--- config.mk ---
export PLATFORM = sky130hd
export DESIGN_NAME = imem_dmem_arbiter
export DESIGN_NICKNAME = d
export VERILOG_FILES = /design/src/rtl/imem_dmem_arbiter.sv
export SDC_FILE = /design/constraint.sdc
export NUM_CORES = 1
export LEC_CHECK = 0
export ABC_CLOCK_PERIOD_IN_PS = 2520
export CAP_MARGIN = 20
export CORE_AREA = 2 2 107 109
export DETAILED_ROUTE_END_ITERATION = 8
export DIE_AREA = 0 0 109 111
export SKIP_CTS_REPAIR_TIMING = 1
export SYNTH_ARGS = -nofsm -noshare
export SYNTH_HDL_FRONTEND = slang
export SYNTH_SLANG_ARGS = --single-unit
--- constraint.sdc ---
create_clock -name clock -period 2.52 [get_ports clock]
set_input_delay 0.378 -clock clock [delete_from_list [all_inputs] [get_ports clock]]
set_output_delay 0.378 -clock clock [all_outputs]
set_load 0.02 [all_outputs]
--- src/rtl/imem_dmem_arbiter.sv ---
// imem_dmem_arbiter: shares one single-ported memory between instruction fetch
// (IF) and load/store (LS), with at most one transaction outstanding.
// By default LS has strict priority over IF.
// Optional macro ARB_FAIRNESS_EN adds a starvation counter. After STARVE_LIMIT
// consecutive LS grants while IF waits, the counter forces one IF grant.
module imem_dmem_arbiter #(
    parameter int unsigned ADDR_W       = 32,
    parameter int unsigned DATA_W       = 32,
    parameter int unsigned STARVE_LIMIT = 4
) (
    input  logic                clock,
    input  logic                reset,
    input  logic                if_req,
    input  logic [ADDR_W-1:0]   if_addr,
    output logic                if_gnt,
    output logic                if_rvalid,
    output logic [DATA_W-1:0]   if_rdata,
    output logic                fetch_stall,
    input  logic                ls_req,
    input  logic                ls_we,
    input  logic [ADDR_W-1:0]   ls_addr,
    input  logic [DATA_W-1:0]   ls_wdata,
    input  logic [DATA_W/8-1:0] ls_be,
    output logic                ls_gnt,
    output logic                ls_rvalid,
    output logic [DATA_W-1:0]   ls_rdata,
    output logic                mem_req,
    output logic                mem_we,
    output logic [ADDR_W-1:0]   mem_addr,
    output logic [DATA_W-1:0]   mem_wdata,
    output logic [DATA_W/8-1:0] mem_be,
    input  logic                mem_ready,
    input  logic                mem_rvalid,
    input  logic [DATA_W-1:0]   mem_rdata
);

    localparam int unsigned BE_W = DATA_W / 8;

    typedef enum logic [1:0] {
        IDLE    = 2'd0,
        WAIT_IF = 2'd1,
        WAIT_LS = 2'd2
    } state_t;

    state_t state;
    logic   ls_load_q;   // outstanding LS transaction is a load
    logic   issue;
    logic   resp;
    logic   accept;
    logic   ls_sel;
    logic   force_if;

`ifdef ARB_FAIRNESS_EN
    localparam int unsigned CNT_W = $clog2(STARVE_LIMIT + 1);
    localparam logic [CNT_W-1:0] LIMIT = CNT_W'(STARVE_LIMIT);

    logic [CNT_W-1:0] starve_cnt;

    assign force_if = if_req && (starve_cnt == LIMIT);

    // Count consecutive LS grants that made a waiting IF wait longer
    always_ff @(posedge clock) begin
        if (reset) begin
            starve_cnt <= '0;
        end else if (!if_req || if_gnt) begin
            starve_cnt <= '0;
        end else if (ls_gnt && (starve_cnt != LIMIT)) begin
            starve_cnt <= starve_cnt + CNT_W'(1);
        end
    end
`else
    logic unused_cfg;

    assign force_if   = 1'b0;
    assign unused_cfg = (STARVE_LIMIT == 0);
`endif

    // Arbitration, memory request mux and response routing
    always_comb begin
        issue       = 1'b0;
        resp        = 1'b0;
        ls_sel      = 1'b0;
        mem_req     = 1'b0;
        accept      = 1'b0;
        if_gnt      = 1'b0;
        ls_gnt      = 1'b0;
        fetch_stall = 1'b0;
        mem_we      = 1'b0;
        mem_addr    = '0;
        mem_wdata   = '0;
        mem_be      = '0;
        if_rvalid   = 1'b0;
        if_rdata    = '0;
        ls_rvalid   = 1'b0;
        ls_rdata    = '0;

        // A new transaction may start when idle or on the response cycle
        issue   = !reset && ((state == IDLE) || mem_rvalid);
        resp    = !reset && (state != IDLE) && mem_rvalid;
        ls_sel  = ls_req && !force_if;
        mem_req = issue && (if_req || ls_req);
        accept  = mem_req && mem_ready;
        ls_gnt  = accept && ls_sel;
        if_gnt  = accept && !ls_sel;

        fetch_stall = if_req && !if_gnt;

        if (mem_req) begin
            if (ls_sel) begin
                mem_we    = ls_we;
                mem_addr  = ls_addr;
                mem_wdata = ls_wdata;
                mem_be    = ls_we ? ls_be : {BE_W{1'b1}};
            end else begin
                mem_addr  = if_addr;
                mem_be    = {BE_W{1'b1}};
            end
        end

        if_rvalid = resp && (state == WAIT_IF);
        ls_rvalid = resp && (state == WAIT_LS);
        if (if_rvalid) begin
            if_rdata = mem_rdata;
        end
        if (ls_rvalid && ls_load_q) begin
            ls_rdata = mem_rdata;
        end
    end

    // Outstanding-transaction owner tracking
    always_ff @(posedge clock) begin
        if (reset) begin
            state     <= IDLE;
            ls_load_q <= 1'b0;
        end else if (accept) begin
            state     <= ls_sel ? WAIT_LS : WAIT_IF;
            ls_load_q <= ls_sel && !ls_we;
        end else if (resp) begin
            state     <= IDLE;
        end
    end

endmodule

Word level (Yosys, flattened, before mapping)
Cells that the tools add are included.
- bits in read-only memories: 0
- output and inout port bits: 139
- memories: 0
- flip-flop bits (word level): 3
- bits in latches: 0
- word-level logic and storage cells: 39
- input bits: 139
- RAM bits: 0
- reduce and logical (&&, ||, !) cells: 21
- shifts and indexed selects: 0
- $mul: 0
- bitwise logic cells: 0
- mux-type cells: 14
- add/sub/neg operators: 0
- div/mod/pow operators: 0
- order comparisons: 0
- equal/unequal tests: 2
- operators by type and width (operator ; number):
    32-bit 2-to-1 mux ; 6
    1-bit logical AND ; 12
    4-bit 2-to-1 mux ; 3
    2-bit 2-to-1 mux ; 3
    1-bit logical NOT ; 4
    2-bit nonzero test ; 2
    2-bit by 1-bit equality test with 1-bit output, second input constant ; 1
    2-bit equality test, second input constant ; 1
    2-bit logical NOT ; 1
    1-bit logical OR ; 2
    1-bit 2-to-1 mux ; 2

Logic depth before layout (Yosys ltp)
Gate-level depths: netlist of run 1.
- depth in word-level cells: 8
- depth in mapped cells: 5
- mapped depth without buffers: 3

Worst setup path before layout of run 1
OpenSTA, ideal clock, no wires.
- path type: register to output
- from: reg state[0]
- to: out mem_addr[10]
- path slack: 0.656 ns
- arrival time: 1.486 ns
- path buffers: 2
- stages on the path, launching flop included: 6
- cells stage by stage: dfxtp_1 -> o21ba_2 -> or3_1 -> buf_2 -> buf_6 -> nor2_1
- cells in the longest elaborated chain, start to end: 5
- ends and longest elaborated chain (item ; line ; source):
    start, declared ; 45 ; state_t state;
    start signal, assigned ; 136 ; state <= ls_sel ? WAIT_LS : WAIT_IF;
    2-bit logical NOT ; 98 ; issue = !reset && ((state == IDLE) || mem_rvalid);
    1-bit logical OR ; 98 ;
    1-bit logical AND ; 98 ;
    1-bit logical AND ; 101 ; mem_req = issue && (if_req || ls_req);
    32-bit 2-to-1 mux ; 108 ; if (mem_req) begin
    end, declared ; 29 ; output logic [ADDR_W-1:0] mem_addr,
No other way between the ends.

Worst setup path in the final report of run 1
- from: in mem_rvalid
- to: out mem_addr[14]
- cells in the longest elaborated chain, start to end: 4
- ends and longest elaborated chain (item ; line ; source):
    start, declared ; 33 ; input logic mem_rvalid,
    1-bit logical OR ; 98 ;
    1-bit logical AND ; 98 ;
    1-bit logical AND ; 101 ;
    32-bit 2-to-1 mux ; 108 ;
No other way between the ends.

==> results of run 1 <==
==> placed cells by master, fill, tap and decap left out <==
cell	n
sky130_fd_sc_hd__nand2_1	2
sky130_fd_sc_hd__and2_1	65
sky130_fd_sc_hd__or4_1	1
sky130_fd_sc_hd__a21oi_1	1
sky130_fd_sc_hd__a32oi_1	1
sky130_fd_sc_hd__nor3_4	1
sky130_fd_sc_hd__inv_1	4
sky130_fd_sc_hd__mux2i_1	32
sky130_fd_sc_hd__or2_2	1
sky130_fd_sc_hd__nor3_2	1
sky130_fd_sc_hd__nor3_1	1
sky130_fd_sc_hd__o32ai_1	1
sky130_fd_sc_hd__nor2_1	42
sky130_fd_sc_hd__buf_12	7
sky130_fd_sc_hd__buf_2	1
sky130_fd_sc_hd__o31a_1	1
sky130_fd_sc_hd__o21ba_2	1
sky130_fd_sc_hd__buf_4	10
sky130_fd_sc_hd__nand2b_1	1
sky130_fd_sc_hd__o31ai_1	1
sky130_fd_sc_hd__clkbuf_1	1
sky130_fd_sc_hd__clkbuf_16	3
sky130_fd_sc_hd__nor4b_4	2
sky130_fd_sc_hd__dlymetal6s2s_1	137
sky130_fd_sc_hd__or3_1	1
sky130_fd_sc_hd__and3_1	32
sky130_fd_sc_hd__clkdlybuf4s50_1	137
sky130_fd_sc_hd__dfxtp_1	3
==> state kept, by name (all words and copies together), names as in the netlist <==
name / cells
state: 2
ls_load_q: 1
==> area by class of cell <==
type	count	area, µm²	area share [%]
multi-input cells	188	1250	25.5
flip-flops and latches	3	60.1	1.23
inverters	4	15.0	0.307
repair buffers	292	3310	67.7
well taps	143	179	3.66
clock buffers	4	78.8	1.61
==> worst reg2reg max path, stage by stage (launching register included) <==
cell	delay, ps
sky130_fd_sc_hd__dfxtp_1	300
sky130_fd_sc_hd__o21ba_2	220
sky130_fd_sc_hd__buf_4	150
sky130_fd_sc_hd__or2_2	290
sky130_fd_sc_hd__buf_4	150
sky130_fd_sc_hd__o32ai_1	250
==> stage by stage <==
step	setup TNS [ps]	utilization [%]	instance area, µm²	std cells	power [mW]
CTS	-23280	40.9	4530	634	0.930
detailed placement	-21720	40.2	4450	630	0.673
global placement	-18500	40.2	4450	630	0.669
global route	0	44.1	4880	634	0.957
floorplan	0	-	1390	215	0.271
finish	0	44.1	4880	634	0.906
==> worst min path at each step <==
stage          slack (ps)        end  cells after the start     start
6_report              500   state[0]                      2    ls_req
5_1_grt               540   state[0]                      2    ls_req
4_1_cts               500   state[0]                      2    ls_req
3_5_place_dp          630   state[1]                      3  state[1]
3_3_place_gp          610   state[1]                      3  state[1]
2_1_floorplan         450  ls_load_q                      1     reset
==> routing by layer <==
layer	wire length [µm]	track usage, %	up-vias
met4	86	1.71	0
li1	-	-	1264
met2	4870	26.3	146
met3	1110	5.06	9
met5	0	0	-
met1	2960	13.1	1126
==> where the power goes <==
part | internal, mW | switching [mW]
sequential | 0.0501 | 0.00104
combinational | 0.364 | 0.240
clock | 0.209 | 0.0420
total | 0.623 | 0.283
==> kinds of logic after synthesis <==
logic type      count (synthesis)  share of synthesized area [%]
flops                           3                           4.32
compound gates                  6                           3.51
buf+inv                        24                           8.54
simple gates                  150                           60.6
mux                            32                           23.0
==> impl_metrics.sql, run 1 <==
INSERT INTO impl_metrics (metric_group, metric, value, unit) VALUES
('outcome', 'run_status', 'complete, no violations', ''),
('synthesis', 'synth_seq_area_share', '4.32', '%'),
('die', 'floorplan.die.width', '109', 'µm'),
('worst_setup_path', 'cp_num_cells', '6', ''),
('placed_design', 'gp_congestion', '0.826', ''),
('synthesis', 'syn-cell-area', '1390', 'µm²'),
('die', 'floorplan.io_pins', '278', ''),
('global_routing', 'grt_pass1_vias', '2522', ''),
('placed_design', 'placement.io_buffers', '277', ''),
('sta', 'hold_slack', '503', 'ps'),
('synthesis', 'yosysMostFrequentCell', 'sky130_fd_sc_hd__and2_1', ''),
('worst_setup_path', 'max_stage_delay', '490', 'ps'),
('sta', 'final_hold_viol_count', '0', ''),
('sta', 'grt_setup_unrepaired', 'false', ''),
('clock_network', 'cts_tree', 'yes', ''),
('clock_network', 'tritoncts.num_buffers', '3', ''),
('clock_network', 'ctsRootBufferMaster', 'sky130_fd_sc_hd__clkbuf_16', ''),
('clock_network', 'clk-insertion-delay-late', '220', 'ps'),
('synthesis', 'synth_top_flop_cell', 'sky130_fd_sc_hd__dfxtp_1', ''),
('clock_network', 'cts-htree-levels', '1', ''),
('clock_network', 'cts_num_sinks', '3', ''),
('drt', 'firstDrtPassIters', '4', ''),
('sta', 'fmaxAchievable', '416', 'MHz'),
('global_routing', 'globalRouteOverflowTotal', '0', ''),
('clock_network', 'cts.reportedPaths.clkPinSlew', '30', 'ps'),
('power_and_ir_drop', 'max-vdd-ir-drop', '179', 'µV'),
('worst_setup_path', 'cp.required', '2140', 'ps'),
('global_routing', 'grt_first_pass_wirelength', '12800', 'µm'),
('worst_setup_path', 'reg2regPathDepth', '5', ''),
('synthesis', 'synth_top_cell_area_share', '29.2', '%'),
('min_path', 'classification_of_the_worst_slack_hold_path', 'in -> reg', ''),
('worst_setup_path', 'worst_setup_path_end_kind', 'output port', ''),
('worst_setup_path', 'crit_slowest_cell', 'sky130_fd_sc_hd__clkdlybuf4s50_1', ''),
('sta', 'clock_skew', '1.82', 'ps'),
('die', 'num_rows', '39', ''),
('sta', 'tightestPinTransition', '272', 'ps'),
('die', 'floorplan.die.height', '111', 'µm'),
('worst_setup_path', 'worst_r2r_endpoint', 'state[0]', ''),
('global_routing', 'maximum_number_of_pins_on_one_net_before_global_route_repair', '38', ''),
('synthesis', 'synth_area_leader_cell', 'sky130_fd_sc_hd__and2_1', ''),
('worst_setup_path', 'worst_setup_path_endpoint', 'mem_addr[14]', ''),
('die', 'start_util', '12.6', '%'),
('power_and_ir_drop', 'power.density_cell_area', '186', 'nW/µm²'),
('synthesis', 'async_reset_ff_share', '0', '%'),
('cells_and_area', 'fin_nets', '631', ''),
('flow_run', 'cap_viol_max_count', '0', ''),
('cells_and_area', 'num_antenna_cells', '0', ''),
('worst_setup_path', 'worst_ep_arrival_time', '2020', 'ps'),
('synthesis', 'syn-instance-count', '215', ''),
('global_routing', 'global_route.usage.total', '13.3', '%'),
('synthesis', 'synth.top_cells.by_count', 'sky130_fd_sc_hd__and2_1, sky130_fd_sc_hd__nor2_1, sky130_fd_sc_hd__and3_1, sky130_fd_sc_hd__mux2i_1, sky130_fd_sc_hd__clkbuf_1', ''),
('synthesis', 'distinct_cells_synth', '22', ''),
('synthesis', 'edff_count_synth', '0', ''),
('worst_setup_path', 'regToRegSetupSlack', '1070', 'ps'),
('drt', 'drcViolationCount', '0', ''),
('sta', 'final_min_period_over_clock_period', '95.3', '%'),
('worst_setup_path', 'startpoint', 'mem_rvalid', ''),
('drt', 'detail-route-antenna-nets', '0', ''),
('worst_setup_path', 'timing_worst_setup_path_type', 'in -> out', ''),
('die', 'fp.dieArea', '12100', 'µm²'),
('drt', 'drt_wl_total', '9030', 'µm'),
('sta', 'slew-limit-headroom', '81.8', '%'),
('synthesis', 'ys_seq_elements', '3', ''),
('placed_design', 'hpwl', '7420', 'µm'),
('drt', 'detailedRoute.firstIterationViolations', '103', ''),
('sta', 'final.setup.worst_slack', '118', 'ps'),
('power_and_ir_drop', 'leakagePower', '4.25', 'nW'),
('die', 'floorplan.core_area', '11100', 'µm²'),
('cells_and_area', 'area_growth_syn_to_layout', '251', '%'),
('synthesis', 'synth.top_cells.by_area', 'sky130_fd_sc_hd__and2_1, sky130_fd_sc_hd__mux2i_1, sky130_fd_sc_hd__and3_1', ''),
('clock_network', 'clock_path_buffers', '2', '');
No activity file was read; power rests on OpenSTA's default activity.
==> inputs of run 2 (changes only) <==
--- a/config.mk
+++ b/config.mk
@@ -10,7 +10,9 @@
 export CORE_AREA = 2 2 107 109
 export DETAILED_ROUTE_END_ITERATION = 8
 export DIE_AREA = 0 0 109 111
+export MAX_ROUTING_LAYER = met4
 export SKIP_CTS_REPAIR_TIMING = 1
 export SYNTH_ARGS = -nofsm -noshare
 export SYNTH_HDL_FRONTEND = slang
 export SYNTH_SLANG_ARGS = --single-unit
+export TNS_END_PERCENT = 100
==> impl_metrics.sql, run 2 (same netlist as run 1, synthesis figures left out) <==
INSERT INTO impl_metrics (metric_group, metric, value, unit) VALUES
('outcome', 'run_status', 'complete, no violations', ''),
('sta', 'setup_total_negative_slack', '0', 'ps'),
('clock_network', 'cts-htree-levels', '1', ''),
('placed_design', 'dpl-instance-area', '4450', 'µm²'),
('global_routing', 'initial_antenna_violation_count', '0', ''),
('die', 'floorplan.core_area', '11100', 'µm²'),
('placed_design', 'hpwl', '7420', 'µm'),
('power_and_ir_drop', 'clock_power_share', '27.6', '%'),
('drt', 'drt_wl_total', '9040', 'µm'),
('sta', 'final_hold_viol_count', '0', ''),
('drt', 'vias', '2549', ''),
('drt', 'detailedRoute.firstIterationViolations', '95', ''),
('cells_and_area', 'final_layout_size_suffix_gt1_share', '5.50', '%'),
('power_and_ir_drop', 'switching_power', '0.285', 'mW'),
('global_routing', 'global_route.usage.total', '13.6', '%'),
('worst_setup_path', 'worst_setup_path_start_kind', 'input pin', ''),
('drt', 'route.detailed.wl_per_inst', '14.3', 'µm'),
('die', 'fp.dieArea', '12100', 'µm²'),
('sta', 'fmaxAchievable', '416', 'MHz'),
('cells_and_area', 'num_antenna_cells', '0', ''),
('power_and_ir_drop', 'sw_frac_of_total', '31.4', '%'),
('worst_setup_path', 'timing_worst_setup_path_type', 'in -> out', ''),
('sta', 'slew-limit-headroom', '80.6', '%'),
('clock_network', 'clock_path_buffers', '2', ''),
('die', 'floorplan.die.width', '109', 'µm'),
('placed_design', 'place_worst_setup_slack', '-276', 'ps'),
('sta', 'period_minus_slack', '2400', 'ps'),
('cells_and_area', 'largest_register_ffs', '2', ''),
('worst_setup_path', 'crit_slowest_cell', 'sky130_fd_sc_hd__clkdlybuf4s50_1', ''),
('worst_setup_path', 'max_stage_delay', '490', 'ps'),
('cells_and_area', 'fin_nets', '631', ''),
('worst_setup_path', 'worst_setup_path_end_kind', 'output port', ''),
('clock_network', 'cts.reportedPaths.clkPinSlew', '30', 'ps'),
('cells_and_area', 'final-instance-count-excl-fill', '634', ''),
('power_and_ir_drop', 'leakagePower', '4.25', 'nW'),
('cells_and_area', 'regMostFlops', 'state', ''),
('global_routing', 'globalRouteOverflowTotal', '0', ''),
('worst_setup_path', 'reg2regPathDepth', '5', ''),
('cells_and_area', 'final_area', '4880', 'µm²'),
('global_routing', 'grt_pass1_vias', '2535', ''),
('sta', 'final_min_period_over_clock_period', '95.4', '%'),
('worst_setup_path', 'regToRegStartpoint', 'state[0]', ''),
('placed_design', 'gp_congestion', '0.838', ''),
('sta', 'final.setup.worst_slack', '117', 'ps'),
('clock_network', 'cts_tree', 'yes', ''),
('global_routing', 'maximum_number_of_pins_on_one_net_before_global_route_repair', '38', ''),
('worst_setup_path', 'cp_num_cells', '6', ''),
('drt', 'detail-route-antenna-nets', '0', ''),
('sta', 'clock_skew', '2.08', 'ps'),
('die', 'floorplan.die.height', '111', 'µm'),
('worst_setup_path', 'worst_r2r_endpoint', 'state[0]', ''),
('cells_and_area', 'finish.utilization', '44.1', '%'),
('worst_setup_path', 'critical_path.cell_chain', 'clkdlybuf4s50_1, o21ba_2, or3_1, buf_12, nor2_1, dlymetal6s2s_1', ''),
('min_path', 'classification_of_the_worst_slack_hold_path', 'in -> reg', ''),
('sta', 'final_max_slew_viol_count', '0', ''),
('sta', 'hold_slack', '508', 'ps'),
('drt', 'firstDrtPassIters', '4', ''),
('worst_setup_path', 'worst-path-buf-inv', '3', ''),
('drt', 'vias_per_cell', '4.02', ''),
('worst_setup_path', 'cp.required', '2140', 'ps'),
('power_and_ir_drop', 'power.density_cell_area', '186', 'nW/µm²'),
('placed_design', 'placement.io_buffers', '277', ''),
('power_and_ir_drop', 'totalPowerFinal', '0.907', 'mW'),
('clock_network', 'ctsRootBufferMaster', 'sky130_fd_sc_hd__clkbuf_16', ''),
('worst_setup_path', 'startpoint', 'mem_rvalid', ''),
('die', 'start_util', '12.6', '%'),
('global_routing', 'grt_first_pass_wirelength', '12800', 'µm'),
('drt', 'drcViolationCount', '0', ''),
('worst_setup_path', 'worst_ep_arrival_time', '2020', 'ps'),
('sta', 'setup-violations-final', '0', ''),
('worst_setup_path', 'timing.critical_path.fanout_max', '37', ''),
('sta', 'grt_setup_unrepaired', 'false', ''),
('power_and_ir_drop', 'cell_internal_pwr', '0.623', 'mW'),
('die', 'floorplan.io_pins', '278', ''),
('placed_design', 'place.detailed.instances', '630', ''),
('clock_network', 'cts_num_sinks', '3', ''),
('power_and_ir_drop', 'max-vdd-ir-drop', '179', 'µV'),
('flow_run', 'cap_viol_max_count', '0', ''),
('worst_setup_path', 'worst_setup_path_endpoint', 'mem_addr[14]', ''),
('cells_and_area', 'biggestRegsByFlops', 'state x2, ls_load_q x1', ''),
('clock_network', 'clk-insertion-delay-late', '220', 'ps'),
('sta', 'tightestPinTransition', '291', 'ps'),
('cells_and_area', 'layout_common_cells', 'sky130_fd_sc_hd__clkdlybuf4s50_1, sky130_fd_sc_hd__dlymetal6s2s_1, sky130_fd_sc_hd__and2_1, sky130_fd_sc_hd__nor2_1', ''),
('worst_setup_path', 'regToRegSetupSlack', '1070', 'ps'),
('cells_and_area', 'area_growth_syn_to_layout', '251', '%'),
('die', 'num_rows', '39', ''),
('power_and_ir_drop', 'combPwrFrac', '66.8', '%'),
('worst_setup_path', 'cp_delay_by_family_top', 'buffers and inverters', ''),
('clock_network', 'tritoncts.num_buffers', '3', ''),
('power_and_ir_drop', 'p_seq_share', '5.6', '%');
run 2: power by group through the flow:
| stage | registers (mW) | logic [mW] | clock network (mW) |
|---|---|---|---|
| 2_1_floorplan | 0.0527 | 0.218 | 0 |
| 3_3_place_gp | 0.0517 | 0.617 | 0 |
| 3_5_place_dp | 0.0518 | 0.621 | 0 |
| 4_1_cts | 0.0512 | 0.625 | 0.254 |
| 5_1_grt | 0.0513 | 0.644 | 0.261 |
| 6_report | 0.0512 | 0.606 | 0.250 |
run 2: worst register-to-register path: stages (launching register included):
cell	delay, ps
sky130_fd_sc_hd__dfxtp_1	300
sky130_fd_sc_hd__o21ba_2	220
sky130_fd_sc_hd__buf_4	150
sky130_fd_sc_hd__or2_2	290
sky130_fd_sc_hd__buf_4	150
sky130_fd_sc_hd__o32ai_1	250
run 2: worst min-delay path by stage:
stage               startpoint   endpoint  slack, ps  depth (start not counted)
finish                  ls_req   state[0]        510                          2
global route            ls_req   state[0]        540                          2
detailed placement    state[1]   state[1]        630                          3
floorplan                reset  ls_load_q        450                          1
global placement      state[1]   state[1]        610                          3
CTS                     ls_req   state[0]        500                          2
run 2: metal layers:
metal	vias up	GRT usage, %	routed length, µm	share of wire (%)
li1	1263	-	-	-
met1	1130	14.4	3240	36
met2	146	26.1	4850	54
met3	10	2.65	836	9.3
met4	0	1.97	103	1.1
met5	-	-	0	0
run 2: area by class of cell:
| cell class | count | area (µm²) |
|---|---|---|
| fillers | 1102 | 6190 |
| multi-input cells | 188 | 1250 |
| repair buffers | 292 | 3310 |
| clock buffers | 4 | 78.8 |
| well taps | 143 | 179 |
| flip-flops and latches | 3 | 60.1 |
| inverters | 4 | 15.0 |
